[config.mk]
export PLATFORM = sky130hd
export DESIGN_NAME = nrzi_eop_driver
export DESIGN_NICKNAME = d
export VERILOG_FILES = /design/src/rtl/usb_pkg.sv /design/src/rtl/nrzi_eop_driver_nrzi_enc.sv /design/src/rtl/nrzi_eop_driver.sv
export SDC_FILE = /design/constraint.sdc
export NUM_CORES = 1
export LEC_CHECK = 0
export BUFFER_PORTS_ARGS = -buffer_cell sky130_fd_sc_hd__buf_2
export CAP_MARGIN = 20
export CORE_UTILIZATION = 26
export DETAILED_ROUTE_END_ITERATION = 16
export PLACE_DENSITY_LB_ADDON = 0.25
export SLEW_MARGIN = 30
export SYNTH_ARGS = -nofsm -noshare
export SYNTH_HDL_FRONTEND = slang
export SYNTH_SLANG_ARGS = --single-unit
[constraint.sdc]
create_clock -name clk -period 2 [get_ports clk]
set_input_delay 0.3 -clock clk [delete_from_list [all_inputs] [get_ports clk]]
set_output_delay 0.3 -clock clk [all_outputs]
set_load 0.01 [all_outputs]
[src/rtl/usb_pkg.sv]
// Shared USB TX definitions: line states, their {dp,dm} encodings and token/data PIDs.
package usb_pkg;

    typedef enum logic [1:0] {BUS_J, BUS_K, BUS_SE0} bus_state_t;

    localparam logic [1:0] J_DP_DM   = 2'b10;
    localparam logic [1:0] K_DP_DM   = 2'b01;
    localparam logic [1:0] SE0_DP_DM = 2'b00;

    localparam logic [3:0] PID_OUT   = 4'b0001;
    localparam logic [3:0] PID_IN    = 4'b1001;
    localparam logic [3:0] PID_SOF   = 4'b0101;
    localparam logic [3:0] PID_SETUP = 4'b1101;
    localparam logic [3:0] PID_DATA0 = 4'b0011;
    localparam logic [3:0] PID_DATA1 = 4'b1011;
    localparam logic [3:0] PID_ACK   = 4'b0010;
    localparam logic [3:0] PID_NAK   = 4'b1010;
    localparam logic [3:0] PID_STALL = 4'b1110;

    function automatic logic [1:0] bus_dp_dm(input bus_state_t s);
        case (s)
            BUS_K:   return K_DP_DM;
            BUS_SE0: return SE0_DP_DM;
            default: return J_DP_DM;
        endcase
    endfunction

endpackage

[src/rtl/nrzi_eop_driver_nrzi_enc.sv]
// NRZI level register (1 = J, 0 = K): a 0 bit toggles, a 1 bit holds; load_j rebases to J.
// level_next is combinational so the caller can register the encoded symbol in the same edge.
module nrzi_enc (
    input  logic clk,
    input  logic rst,
    input  logic load_j,
    input  logic enc_en,
    input  logic bit_in,
    output logic level_next
);

    logic level;

    assign level_next = (load_j ? 1'b1 : level) ^ (enc_en & ~bit_in);

    always_ff @(posedge clk) begin
        if (rst) begin
            level <= 1'b1;
        end else begin
            level <= level_next;
        end
    end

endmodule

[src/rtl/nrzi_eop_driver.sv]
// NRZI-encodes the stuffed TX bit stream onto dp/dm, appends SE0/J end-of-packet and releases the bus.
// One cycle of latency from bit_in to dp/dm; never stalls, all outputs registered.
module nrzi_eop_driver
    import usb_pkg::*;
#(
    parameter int EOP_SE0_CYCLES = 2,
    parameter int EOP_J_CYCLES   = 1
) (
    input  logic clk,
    input  logic rst,
    input  logic bit_in,
    input  logic start,
    input  logic last,
    output logic dp,
    output logic dm,
    output logic drive_en,
    output logic busy,
    output logic done
);

    typedef enum logic [1:0] {IDLE, XMIT, EOP_SE0, EOP_J} tx_state_t;

    localparam logic [2:0] SE0_LOAD = 3'(EOP_SE0_CYCLES - 1);
    localparam logic [2:0] J_LOAD   = 3'(EOP_J_CYCLES - 1);

    tx_state_t  state, state_nxt;
    logic [2:0] cnt, cnt_nxt;
    bus_state_t bus_nxt;
    logic       drive_nxt, busy_nxt, done_nxt;
    logic       load_j, enc_en, level_next;

    nrzi_enc u_nrzi_enc (
        .clk        (clk),
        .rst        (rst),
        .load_j     (load_j),
        .enc_en     (enc_en),
        .bit_in     (bit_in),
        .level_next (level_next)
    );

    always_comb begin
        state_nxt = state;
        cnt_nxt   = cnt;
        bus_nxt   = BUS_J;
        drive_nxt = 1'b1;
        busy_nxt  = 1'b1;
        done_nxt  = 1'b0;
        load_j    = 1'b0;
        enc_en    = 1'b0;
        case (state)
            IDLE: begin
                load_j    = 1'b1;
                drive_nxt = 1'b0;
                busy_nxt  = 1'b0;
                cnt_nxt   = '0;
                // drive_en still high here means this edge is the release edge
                done_nxt  = drive_en;
                if (start && !drive_en) begin
                    enc_en    = 1'b1;
                    drive_nxt = 1'b1;
                    busy_nxt  = 1'b1;
                    bus_nxt   = level_next ? BUS_J : BUS_K;
                    state_nxt = last ? EOP_SE0 : XMIT;
                    cnt_nxt   = SE0_LOAD;
                end
            end
            XMIT: begin
                enc_en  = 1'b1;
                bus_nxt = level_next ? BUS_J : BUS_K;
                if (last) begin
                    state_nxt = EOP_SE0;
                    cnt_nxt   = SE0_LOAD;
                end
            end
            EOP_SE0: begin
                bus_nxt = BUS_SE0;
                if (cnt == 3'd0) begin
                    state_nxt = EOP_J;
                    cnt_nxt   = J_LOAD;
                end else begin
                    cnt_nxt = cnt - 3'd1;
                end
            end
            EOP_J: begin
                bus_nxt = BUS_J;
                if (cnt == 3'd0) begin
                    state_nxt = IDLE;
                    cnt_nxt   = '0;
                end else begin
                    cnt_nxt = cnt - 3'd1;
                end
            end
            default: begin
                state_nxt = IDLE;
                cnt_nxt   = '0;
            end
        endcase
    end

    always_ff @(posedge clk) begin
        if (rst) begin
            state    <= IDLE;
            cnt      <= '0;
            {dp, dm} <= J_DP_DM;
            drive_en <= 1'b0;
            busy     <= 1'b0;
            done     <= 1'b0;
        end else begin
            state    <= state_nxt;
            cnt      <= cnt_nxt;
            {dp, dm} <= bus_dp_dm(bus_nxt);
            drive_en <= drive_nxt;
            busy     <= busy_nxt;
            done     <= done_nxt;
        end
    end

endmodule

==> impl_metrics.ini <==
[global_routing]
met3_usage = 0.0467
grt-ovfl-total = 0
grt_use_total = 0.0978
grt-busiest-layer = met2
antenna_found_initial = 0
grt_max_degree = 12
grt_pass1_vias = 411
grt_pass1_wl_mm = 1.78
gr-usage-met1 = 0.123
gr-usage-met2 = 0.153

[critical_path]
cp.arrival_ns = 1.99
r2r_end = dp
reg2reg_from = state[0]
r2r.worst_path.cells = 8
crit_type = reg2reg
reg2reg_slack_ns = 0.17
crit_path_start_kind = flop
crit_fanout = 5
cp_data_required_time_ns = 2.16
endpoint_kind = flop

[die]
dieArea_um2 = 2420
start_util = 0.286
io_pins = 10
dieWidth_um = 49.2
fp.coreArea_um2 = 2020
rows = 16
die_h_um = 49.2

[place]
port_buffers = 9
gp_congestion = 0.797
dp_hpwl_um = 822
dp_slack_ns = 0.193

[logic_synthesis]
yosysWarningCount = 0
synth_nets = 79
ys_seq_area_frac = 0.346
synth_cells = 68
synth_area_um2 = 578
ys_seq_elements = 10
synth-async-reset-ratio = 0
avgSynthCellArea_um2 = 8.50
synth_edf_count = 0
ys_types = 27
synth_ff_type = dfxtp_1

[clocking]
cts-resized-gates = 0
cts.sinks = 10
clockBufferDepth = 2
clkTransAtPathRegs_ns = 0.07
cts_tree = done
cts-hold-fix-buffers = 0
cts_made_buffers = 3
htree_levels = 1
cts_root_buffer = clkbuf_4
clock_latency_ns = 0.26
post_cts_buffers = 0

[timing]
grt_setup_unrepaired = no
period_needed_ns = 1.83
slew_viol_final = 0
setup_viol = 0
worst_pin_slew_ns = 0.328
finalCritPeriodShare = 0.916
worst_slack_ns = 0.169
hold_slack_ns = 0.336
finalClockSkew_ns = 0.00184
max_freq_mhz = 546
finalSetupTns_ns = 0
hold_viol = 0
maxSlewHeadroom = 0.781

[hold_path]
hold_depth = 3
hold_class = in2reg
holdPathEnd = u_nrzi_enc.level
hold_path.startpoint = bit_in

[routing]
remaining_drc_errors = 0
drt.antenna.violating_nets = 0
vias = 489
wire_per_inst_um = 10.2
dr.pass1.iters = 4
drt_iter0_markers = 8
routed_wl_mm = 1.08
drt-vias-per-instance = 4.61

[status]
outcome = completed

[layout]
nets = 91
area_growth_pct = 18.4
diodes = 0
layout-drive-gt1-share = 0.228

[power_and_ir_drop]
vdd_ir_drop_max_v = 0.000826
p_leak_nw = 0.296
power_mw = 1.05
powerDensity_nw_per_um2 = 1540

[flow_run]
maxCapViolations = 0
cells in the mapped netlist, types with 2 or more instances:
master     n  area (µm²)
a21oi_1    6        30.0
dfxtp_1   10         200
ha_1       6        75.1
inv_1      5        18.8
mux2i_1    2        20.0
nand2_1    3        11.3
nand2b_1   2        12.5
nor2_1    10        37.5
nor2b_1    2        12.5
nor3_1     2        10.0
o21ai_0    3        15.0
o22ai_1    2        12.5
cells in the final DEF, fill, tap and decap left out, drive strengths merged, types with 2 or more instances in the layout:
cell    netlist  final
a211oi        2      2
a21oi         6      6
buf           2     10
clkbuf        1      4
dfxtp        10     10
ha            6      6
inv           5      5
mux2i         2      2
nand2         3      3
nand2b        3      3
nor2         10     10
nor2b         2      2
nor3          2      2
o21ai         4      4
o22ai         2      2
routing by layer:
layer  vias to the layer above  routed length, µm
li1                        257                  -
met1                       222                542
met2                        10                500
met3                         0                 37
met4                         0                  0
met5                         -                  0
worst max-delay path, stage by stage, from the launching register on:
cell	delay, ns
dfxtp_1	0.34
inv_1	0.13
ha_1	0.27
inv_1	0.08
nor3_1	0.18
a31oi_1	0.06
o21ai_1	0.16
ha_1	0.25
or2_2	0.26
worst max-delay path by stage:
stage	slack, ns	to	start
floorplan	0.18	dp	state[0]
global placement	0.20	dp	state[0]
detailed placement	0.19	dp	state[0]
CTS	0.18	dp	state[0]
global route	0.04	dp	state[0]
finish	0.17	dp	state[0]
power by group:
group | leakage (nW) | internal (mW) | total [mW] | switching (mW)
clock network | 0.0210 | 0.110 | 0.183 | 0.0722
logic | 0.193 | 0.253 | 0.561 | 0.308
registers | 0.0820 | 0.256 | 0.310 | 0.0532
total | 0.296 | 0.620 | 1.05 | 0.434
kinds of logic after synthesis:
logic type,synth area share
and+or+nand+nor,0.221
AOI/OAI and AO/OA,0.208
DFF,0.346
buffers and inverters,0.0606
adders and majority gates,0.130
muxes,0.0346
area by class of cell:
type | instances | area, µm²
clock buffer | 4 | 36.3
fill | 203 | 1340
inverter | 5 | 18.8
multi-input combinational | 50 | 343
sequential | 10 | 200
tap | 27 | 33.8
timing repair buffer | 10 | 52.6
metrics by stage:
step            util  std cells  cell area, µm²
2_1_floorplan      -         68             578
5_1_grt        0.338        106             684
6_report       0.338        106             684
3_5_place_dp   0.321        102             648
4_1_cts        0.338        106             684
3_3_place_gp   0.321        102             648
flip-flops by register name, indices dropped and copies added, names as in the netlist:
register          flops
dp                    1
u_nrzi_enc.level      1
busy                  1
state                 2
cnt                   3
done                  1
dm                    1
Note: power is estimated with default switching activity, not from simulation.
